File: src/rtl/sobel_edge_pipeline.sv
// Pipelined 3x3 Sobel edge-magnitude stage with per-frame edge counting.
// Optional build macro SOBEL_BINARIZE_EN: edgePixel becomes 4'hF/4'h0 from the threshold test.
module sobel_edge_pipeline #(
    parameter logic [6:0] THRESH_RESET = 7'd40
) (
    input  logic        mainClk,
    input  logic        nreset,
    input  logic [3:0]  pixelData [3][3],
    input  logic        pixelDataValid,
    input  logic [9:0]  spiXVal,
    input  logic [8:0]  spiYVal,
    input  logic [6:0]  threshold,
    output logic        edgeValid,
    output logic [3:0]  edgePixel,
    output logic [9:0]  edgeXVal,
    output logic [8:0]  edgeYVal,
    output logic [18:0] frameEdgeCount,
    output logic        frameDone
);

    localparam logic [18:0] COUNT_MAX = '1;

    // Index 0 covers the left column / top row, index 1 the right column / bottom row.
    logic [5:0] col_sum [2];
    logic [5:0] row_sum [2];

    genvar gi;
    generate
        for (gi = 0; gi < 2; gi++) begin : g_sums
            localparam int E = 2 * gi;
            assign col_sum[gi] = {2'b00, pixelData[0][E]} + {1'b0, pixelData[1][E], 1'b0}
                               + {2'b00, pixelData[2][E]};
            assign row_sum[gi] = {2'b00, pixelData[E][0]} + {1'b0, pixelData[E][1], 1'b0}
                               + {2'b00, pixelData[E][2]};
        end
    endgenerate

    logic [2:0] valid_pipe;

    logic [5:0] s1_l, s1_r, s1_t, s1_b;
    logic [9:0] s1_x;
    logic [8:0] s1_y;
    logic       s1_border;

    logic [5:0] s2_ax, s2_ay;
    logic [9:0] s2_x;
    logic [8:0] s2_y;
    logic       s2_border;

    logic [6:0] s3_mag;
    logic [9:0] s3_x;
    logic [8:0] s3_y;
    logic       s3_border;

    logic [6:0]  thresh_reg;
    logic [18:0] edge_count;

    logic signed [6:0] gx, gy;
    logic [6:0] gx_abs, gy_abs;
    logic [6:0] mag_next;
    logic       is_edge;
    logic       is_boundary;
    logic [3:0] pixel_next;

    always_comb begin
        gx       = signed'({1'b0, s1_r}) - signed'({1'b0, s1_l});
        gy       = signed'({1'b0, s1_b}) - signed'({1'b0, s1_t});
        gx_abs   = gx[6] ? 7'(-gx) : 7'(gx);
        gy_abs   = gy[6] ? 7'(-gy) : 7'(gy);
        mag_next = {1'b0, s2_ax} + {1'b0, s2_ay};
    end

    // Boundary detection uses the raw x, before the border clamp.
    always_comb begin
        is_edge     = (s3_mag >= thresh_reg) && !s3_border;
        is_boundary = (s3_x == 10'd0) && (s3_y == 9'd0);
`ifdef SOBEL_BINARIZE_EN
        pixel_next  = is_edge ? 4'hF : 4'h0;
`else
        pixel_next  = s3_border ? 4'h0 : s3_mag[6:3];
`endif
    end

    always_ff @(posedge mainClk or negedge nreset) begin
        if (!nreset) begin
            valid_pipe <= '0;
            thresh_reg <= THRESH_RESET;
        end else begin
            valid_pipe <= {valid_pipe[1:0], pixelDataValid};
            thresh_reg <= threshold;
        end
    end

    always_ff @(posedge mainClk or negedge nreset) begin
        if (!nreset) begin
            s1_l      <= '0;
            s1_r      <= '0;
            s1_t      <= '0;
            s1_b      <= '0;
            s1_x      <= '0;
            s1_y      <= '0;
            s1_border <= 1'b0;
        end else if (pixelDataValid) begin
            s1_l      <= col_sum[0];
            s1_r      <= col_sum[1];
            s1_t      <= row_sum[0];
            s1_b      <= row_sum[1];
            s1_x      <= spiXVal;
            s1_y      <= spiYVal;
            s1_border <= (spiXVal < 10'd2);
        end
    end

    always_ff @(posedge mainClk or negedge nreset) begin
        if (!nreset) begin
            s2_ax     <= '0;
            s2_ay     <= '0;
            s2_x      <= '0;
            s2_y      <= '0;
            s2_border <= 1'b0;
        end else if (valid_pipe[0]) begin
            s2_ax     <= gx_abs[5:0];
            s2_ay     <= gy_abs[5:0];
            s2_x      <= s1_x;
            s2_y      <= s1_y;
            s2_border <= s1_border;
        end
    end

    always_ff @(posedge mainClk or negedge nreset) begin
        if (!nreset) begin
            s3_mag    <= '0;
            s3_x      <= '0;
            s3_y      <= '0;
            s3_border <= 1'b0;
        end else if (valid_pipe[1]) begin
            s3_mag    <= mag_next;
            s3_x      <= s2_x;
            s3_y      <= s2_y;
            s3_border <= s2_border;
        end
    end

    // Output register: edge decision, coordinates and frame accounting.
    always_ff @(posedge mainClk or negedge nreset) begin
        if (!nreset) begin
            edgeValid      <= 1'b0;
            edgePixel      <= '0;
            edgeXVal       <= '0;
            edgeYVal       <= '0;
            frameEdgeCount <= '0;
            frameDone      <= 1'b0;
            edge_count     <= '0;
        end else begin
            edgeValid <= valid_pipe[2];
            frameDone <= 1'b0;
            if (valid_pipe[2]) begin
                edgePixel <= pixel_next;
                edgeXVal  <= s3_border ? 10'd0 : s3_x - 10'd1;
                edgeYVal  <= s3_y;
                if (is_boundary) begin
                    frameEdgeCount <= edge_count;
                    frameDone      <= 1'b1;
                    edge_count     <= {18'd0, is_edge};
                end else if (is_edge && edge_count != COUNT_MAX) begin
                    edge_count <= edge_count + 19'd1;
                end
            end
        end
    end

endmodule

File: config.mk
export PLATFORM = sky130hd
export DESIGN_NAME = sobel_edge_pipeline
export DESIGN_NICKNAME = d
export VERILOG_FILES = /design/src/rtl/sobel_edge_pipeline.sv
export SDC_FILE = /design/constraint.sdc
export NUM_CORES = 1
export LEC_CHECK = 0
export BUFFER_PORTS_ARGS = -buffer_cell sky130_fd_sc_hd__buf_2
export CELL_PAD_IN_SITES_DETAIL_PLACEMENT = 1
export CELL_PAD_IN_SITES_GLOBAL_PLACEMENT = 2
export CORE_AREA = 2 2 190 192
export CTS_BUF_LIST = sky130_fd_sc_hd__clkbuf_4 sky130_fd_sc_hd__clkbuf_8
export CTS_CLUSTER_SIZE = 16
export DETAILED_ROUTE_END_ITERATION = 8
export DIE_AREA = 0 0 192 194
export PLACE_DENSITY = 0.61
export REMOVE_ABC_BUFFERS = 1
export SLEW_MARGIN = 20
export SYNTH_ARGS = -nofsm -noshare
export SYNTH_HDL_FRONTEND = slang
export SYNTH_SLANG_ARGS = --single-unit
File: constraint.sdc
create_clock -name mainClk -period 3 [get_ports mainClk]
set_input_delay 0.6 -clock mainClk [delete_from_list [all_inputs] [get_ports mainClk]]
set_output_delay 0.6 -clock mainClk [all_outputs]
set_load 0.005 [all_outputs]
== Yosys cells after proc, flatten, opt, wreduce, memory -nomap -nowiden ==
Index checks and enable logic that the tools add are counted.

* Add/sub/neg operators: 15
* Muxes and demuxes: 8
* Reductions and logical operators: 9
* Equality and inequality tests: 1
* $lt $le $gt $ge: 2

{| class="wikitable"
|+ Operator list
! kind !! number
|-
| $mux 19 || 2
|-
| $add 4x5->6 || 4
|-
| $add 6x4->6 || 4
|-
| $add 19x1->19 const B || 1
|-
| $ne 19x19->1 const B || 1
|-
| $sub 6x6->7 || 2
|-
| $mux 6 || 2
|-
| $neg 6->6 || 2
|-
| $logic_not 10->1 || 1
|-
| $lt 10x2->1 const B || 1
|-
| $mux 10 || 1
|-
| $sub 10x1->10 const B || 1
|-
| $logic_not 9->1 || 1
|-
| $add 6x6->7 || 1
|-
| $ge 7x7->1 || 1
|-
| $mux 4 || 1
|-
| $reduce_and 2->1 || 2
|-
| $logic_and 1x1->1 || 3
|-
| $mux 1 || 2
|-
| $reduce_bool 2->1 || 1
|-
| $logic_not 1->1 || 1
|}

* Register bits: 176
* Input port bits: 65

== Longest topological paths before layout ==
Gate-level depths: netlist of the first run.

* Word-level depth: 5
* Depth in mapped cells: 10

== Worst setup path before layout of the first run ==
OpenSTA, ideal clock, no wires.

* Path kind: register to register
* From: register thresh_reg[5]
* To: register edge_count[18]
* Buffers on the path: 1
* Data arrival time: 2197 ps
* Cell stages (with the launch flop): 10
* Slack: 685 ps
* Clock period less this slack: 2315 ps
* Setup time: 119 ps
* Cell sequence: dfstp_2 inv_1 ha_1 a21o_1 a221oi_1 inv_1 o21ai_0 buf_2 nor2_1 o21a_1

* Longest elaborated chain between the ends: 5

{| class="wikitable"
|+ Ends and longest elaborated chain
! item !! line !! source
|-
| from (decl) || 55 || <nowiki>logic [6:0] thresh_reg;</nowiki>
|-
| from (signal assigned) || 90 || <nowiki>thresh_reg <= threshold;</nowiki>
|-
| $ge 7x7->1 || 75 || <nowiki>is_edge = (s3_mag >= thresh_reg) && !s3_border;</nowiki>
|-
| $logic_and 1x1->1 || 75 ||
|-
| $logic_and 1x1->1 || 165 || <nowiki>end else if (is_edge && edge_count != COUNT_MAX) begin</nowiki>
|-
| $reduce_bool 2->1 (no line) || -- ||
|-
| $reduce_and 2->1 (no line) || -- ||
|-
| to (signal assigned) || 164 || <nowiki>edge_count <= {18'd0, is_edge};</nowiki>
|-
| to (signal assigned) || 166 || <nowiki>edge_count <= edge_count + 19'd1;</nowiki>
|-
| to (decl) || 56 || <nowiki>logic [18:0] edge_count;</nowiki>
|}

No other way between the ends.
A chain may end at the register's enable or synchronous reset.

== Final worst setup path of the first run ==
* From: register thresh_reg[5]
* To: register edge_count[1]

Same word-level chain as after synthesis.

==> results of run 1 <==
[path summary, 6_finish.rpt]
kind,end,slack (ps),cells after the start
setup reg to reg,edge_count[1]$_DFFE_PN0P_,440,9
hold reg to reg,frameEdgeCount[3]$_DFFE_PN0P_,480,2
max in group asynchronous,s1_y[1]$_DFFE_PN0P_,2170,2
min in group mainClk,thresh_reg[3]$_DFF_PN1_,220,1
setup / recovery,edge_count[1]$_DFFE_PN0P_,440,9
hold / removal,edge_count[5]$_DFFE_PN0P_,110,1
[per-layer routing]
layer | part of all wire | vias to the layer above
li1 | - | 2888
met1 | 0.49 | 2948
met2 | 0.47 | 86
met3 | 0.036 | 9
met4 | 0.0094 | 0
met5 | 0 | -
[layout by cell type, fill, tap and decap left out, types with 19 or more instances in the layout]
cell type and n:
fa_1 19, inv_1 45, mux2_2 75, a21oi_1 43, xnor2_1 24, o21ai_0 31
dfrtp_1 174, ha_1 50, nand2_1 88, nor2_1 41, buf_2 103
[critical path, cell delays in order (launching register included)]
cell      delay [ps]
dfstp_2          540
inv_1             40
ha_1             270
a21o_1           170
a221oi_1         550
inv_1            200
o211ai_1         200
buf_4            180
nor3_2            70
a32o_1           230
[cell usage after synthesis (3+ instances only)]
library cell | number | area, um^2
nor2b_1 | 8 | 50.1
nand3_1 | 13 | 65.1
dfrtp_1 | 174 | 4350
and2_1 | 3 | 18.8
fa_1 | 19 | 380
and3_1 | 3 | 18.8
ha_1 | 50 | 626
mux2_2 | 75 | 845
or4_1 | 5 | 37.5
a21o_1 | 12 | 90.1
nor2_1 | 41 | 154
o31ai_1 | 10 | 75.1
nor4_1 | 4 | 25.0
clkbuf_1 | 22 | 82.6
xnor2_1 | 24 | 210
buf_2 | 5 | 25.0
a2111oi_0 | 3 | 26.3
nor3_1 | 6 | 30.0
nand2_1 | 88 | 330
nand2b_1 | 7 | 43.8
a31o_2 | 4 | 35.0
o2bb2ai_1 | 9 | 78.8
o21a_1 | 5 | 37.5
mux2i_1 | 4 | 40.0
inv_1 | 45 | 169
xor2_1 | 12 | 105
nand4_1 | 5 | 31.3
o21ai_0 | 31 | 155
a21oi_1 | 43 | 215
[logic make-up after synthesis]
kind of cell	count (synthesis)	share of synthesized area
XOR/XNOR	36	0.0361
buffers and inverters	75	0.0330
AND/OR/NAND/NOR	196	0.108
adder cells (fa/ha/maj)	69	0.115
flip-flops	176	0.505
AO/OA/AOI/OAI	137	0.102
multiplexers	79	0.101
[per-stage QoR]
| step | instance area [um^2] | setup WS, ps |
|---|---|---|
| after floorplan | 8620 | 407 |
| after detailed placement | 9900 | 472 |
| after global routing | 10300 | 259 |
| after CTS | 10300 | 422 |
| final | 10300 | 445 |
| after global placement | 9900 | 459 |
[where the power goes]
part           leakage [nW]  internal (W)  switching (W)
clock network         0.218      0.000787        0.00104
registers              2.16       0.00281       0.000318
logic                  2.41       0.00115        0.00120
total                  4.79       0.00475        0.00255
[final cells by class]
cell class | count | share of cell area
Inverter | 47 | 0.0171
Tap cell | 461 | 0.0559
Sequential cell | 176 | 0.427
Timing Repair Buffer | 119 | 0.0682
Clock buffer | 17 | 0.0227
Clock inverter | 15 | 0.0184
Multi-Input combinational cell | 517 | 0.391
==> flow_summary.ini, run 1 <==
[outcome]
status = finished, final reports clean

[die]
io_pins = 109
core_um2 = 35200
num_rows = 69
die_h_um = 194
fp.dieW_um = 192
die_area_um2 = 37200
start_util = 0.248

[global_routing]
grtUsageMet1 = 0.162
grt_pass1_vias = 6293
met3_usage = 0.0281
grt_max_degree = 64
antenna_found_initial = 0
grt_pass1_wl_um = 34700
grt.busiest_layer = met2
track_usage = 0.120
met2_usage = 0.190
grt_overflow = 0

[route]
vias = 5931
wl_per_cell_um = 15.2
viasPerCell = 4.39
drt-pass1-iter-count = 4
drcViolationCount = 0
ant_nets = 0
drtIter0Drc = 203
wl_um = 20600

[clock_tree]
numCtsBuffers = 17
cts-resized-gates = 0
cts_setup_buffers = 0
cts_buffer_depth = 2
clkTransAtPathRegs_ps = 110
insertion_delay_ps = 480
htree_levels = 4
tritoncts = built
cts-hold-fix-buffers = 0
cts.root.buffer_cell = clkbuf_8
clock_sinks = 176

[synth]
synth-seq-cells = 176
synthArstFlopShare = 1.00
synth-edff-count = 0
synth_cells = 768
synth-main-ff-cell = dfrtp_1
yosysWarnings = 0
synth_cell_type_count = 59
ys_seq_area_frac = 0.505
syn_area_per_cell_um2 = 11.4
syn-cell-area_um2 = 8730

[sta]
tns_ps = 0
fmax_ghz = 0.391
setup_viol = 0
period_share = 0.852
fin_crit_ps = 2560
maxSlewHeadroom = 0.569
worst_pin_slew_ps = 641
rsz0062_at_grt = false
hold_ws_ps = 107
skew_ps = 19.3
final-max-slew-violation-count = 0
hold_violations = 0

[setup_path]
endpoint_kind = flip-flop
required_ps = 3360
crit_arrival_ps = 2920
critical_path_class = flip-flop to flip-flop
r2r-start = thresh_reg[5]$_DFF_PN1_
critPathLaunchType = flip-flop
cp_max_fo = 5
critPathLaunch = thresh_reg[5]$_DFF_PN1_

[placement]
dp.cells = 1320
gp_congestion = 0.732
dp_hpwl_um = 14700
portBuffers = 104

[flow_run]
maxCapViolations = 0

[final_layout]
stdcell_count = 1352
final_util = 0.293
diodes = 0
top_regs = edge_count: 19 flops, frameEdgeCount: 19 flops
regArea_um2 = 4410
drive_gt1_frac = 0.272
multi_input_area_um2 = 4040
nNetsFinal = 1012
fillers = 4011
area_delta_synth_final_pct = 18.3

[pwr]
power.leakage_nw = 4.79
totalPowerFinal_w = 0.00730
power_density_nw_per_um2 = 707
peakVddDrop_mv = 0.303

[worst_hold_path]
hold_class = input pin to asynchronous set/reset pin
Note: power is estimated with default switching activity, not from simulation.
==> run 2, diff against run 1 <==
--- a/config.mk
+++ b/config.mk
@@ -5,7 +5,7 @@
 export SDC_FILE = /design/constraint.sdc
 export NUM_CORES = 1
 export LEC_CHECK = 0
-export BUFFER_PORTS_ARGS = -buffer_cell sky130_fd_sc_hd__buf_2
+export BUFFER_PORTS_ARGS = -buffer_cell sky130_fd_sc_hd__buf_4
 export CELL_PAD_IN_SITES_DETAIL_PLACEMENT = 1
 export CELL_PAD_IN_SITES_GLOBAL_PLACEMENT = 2
 export CORE_AREA = 2 2 190 192
==> constraint.sdc (replaced) <==
create_clock -name mainClk -period 3 [get_ports mainClk]
set_input_delay 0.3 -clock mainClk [delete_from_list [all_inputs] [get_ports mainClk]]
set_output_delay 0.3 -clock mainClk [all_outputs]
set_load 0.005 [all_outputs]
==> run 2 against run 1 <==
Net effect: clock skew up 5.5 ps; largest power group unchanged; flip-flop and latch count stayed put; die area unchanged; worst hold slack worse by 54 ps; critical path depth unchanged; sequential power about the same; setup slack better by 17 ps; first-iteration DRC count decreased by 2.0%; clock power shrank 5%; critical endpoint unchanged.
==> flow_summary.ini, run 2 (synthesized netlist as in run 1, its figures left out) <==
[outcome]
status = finished, final reports clean

[clock_tree]
tritoncts = built
htree_levels = 4
cts.root.buffer_cell = clkbuf_8
numCtsBuffers = 17
clock_sinks = 176
cts-resized-gates = 0
cts_setup_buffers = 0
cts_buffer_depth = 2
clkTransAtPathRegs_ps = 120
insertion_delay_ps = 490

[route]
drt-pass1-iter-count = 4
ant_nets = 0
wl_per_cell_um = 15.2
viasPerCell = 4.36
drcViolationCount = 0
vias = 5958
drtIter0Drc = 199
wl_um = 20700

[global_routing]
grt_pass1_vias = 6516
grt_max_degree = 68
grt_pass1_wl_um = 35500
grt_overflow = 0
antenna_found_initial = 0
track_usage = 0.121

[setup_path]
r2r_cells = 9
cp_common_cell = inv_1
cp_max_fo = 5
required_ps = 3360
crit_arrival_ps = 2900
critPathLaunchType = flip-flop
crit_chain = inv_1 > ha_1 > and3_1 > a221oi_1 > inv_1 > o211ai_1 > buf_4 > nor3_2 > a32o_1
cp_slowest_stage_delay_ps = 540
r2r_end = edge_count[1]$_DFFE_PN0P_
critPathLaunch = thresh_reg[5]$_DFF_PN1_
critical_path_class = flip-flop to flip-flop
critPathCapture = edge_count[1]$_DFFE_PN0P_
r2r_slack_ps = 460
r2r-start = thresh_reg[5]$_DFF_PN1_
crit_slowest_cell = a221oi_1
endpoint_kind = flip-flop

[flow_run]
maxCapViolations = 0

[die]
num_rows = 69
core_um2 = 35200
start_util = 0.248
io_pins = 109
fp.dieW_um = 192
die_area_um2 = 37200
die_h_um = 194

[final_layout]
diodes = 0
stdcell_count = 1367
area_delta_synth_final_pct = 22.4
final_cell_mix = dfrtp_1, buf_4, nand2_1
final_common_cell = dfrtp_1
drive_gt1_frac = 0.266
nNetsFinal = 1027
final_util = 0.303
top_regs = edge_count: 19 flops, frameEdgeCount: 19 flops

[sta]
setup_viol = 0
final-max-slew-violation-count = 0
rsz0062_at_grt = false
fmax_ghz = 0.394
period_share = 0.846
hold_violations = 0
tns_ps = 0
worst_pin_slew_ps = 721
hold_ws_ps = 52.9
skew_ps = 24.8
setup_ws_ps = 462
fin_crit_ps = 2540
maxSlewHeadroom = 0.519

[placement]
dp.cells = 1319
dp_hpwl_um = 15000
dp_slack_ps = 507
gp_congestion = 0.713
portBuffers = 104

[pwr]
power_density_nw_per_um2 = 682
power.leakage_nw = 4.89
peakVddDrop_mv = 0.282

[worst_hold_path]
whs_path_depth = 2
hold_class = input pin to flip-flop
-- run 2: final cells by class --
class | instances | area [um^2]
multi-input combinational | 517 | 4040
fill | 3977 | 24500
timing repair buffer | 134 | 1090
clock buffer | 17 | 234
inverter | 47 | 176
sequential | 176 | 4410
clock inverter | 15 | 166
tap | 461 | 577
-- run 2: worst min-delay path by stage --
stage                           from                        end  slack (ps)
after floorplan               nreset   edgePixel[0]$_DFFE_PN0P_           4
after global placement        nreset  edge_count[7]$_DFFE_PN0P_         340
after detailed placement      nreset    thresh_reg[2]$_DFF_PN0_         340
after CTS                 spiYVal[8]        s1_y[8]$_DFFE_PN0P_           1
after global routing      spiYVal[8]        s1_y[8]$_DFFE_PN0P_           2
final                     spiXVal[1]        s1_x[1]$_DFFE_PN0P_          50
-- run 2: per-layer routing --
layer | track usage | part of all wire | vias to the layer above
li1 | - | - | 2925
met1 | 0.163 | 0.49 | 2928
met2 | 0.196 | 0.47 | 91
met3 | 0.0300 | 0.037 | 14
met4 | 0.0297 | 0.0098 | 0
met5 | 0 | 0 | -
-- run 2: critical path: cells and delay by family, from the launching register on --
kind | cells | cell delay (ps)
adder cells (fa/ha/maj) | 1 | 280
AO/OA/AOI/OAI | 3 | 960
buffers and inverters | 3 | 410
AND/OR/NAND/NOR | 2 | 250
flip-flops | 1 | 530
-- run 2: report_power, final --
part           switching, W  internal (W)  total, W
combinational       0.00120       0.00123   0.00243
clock               0.00103      0.000698   0.00172
sequential         0.000323       0.00281   0.00314
total               0.00255       0.00474   0.00729
-- run 2: through the flow --
step           area [um^2]  power (W)
2_1_floorplan         8620    0.00483
6_report             10700    0.00729
3_5_place_dp         10100    0.00566
5_1_grt              10700    0.00796
3_3_place_gp         10100    0.00560
4_1_cts              10700    0.00746
-- run 2: repair_timing --
action	in CTS	in global routing
hold endpoints to repair	69	1
hold buffers	15	1
setup endpoints to repair	0	0
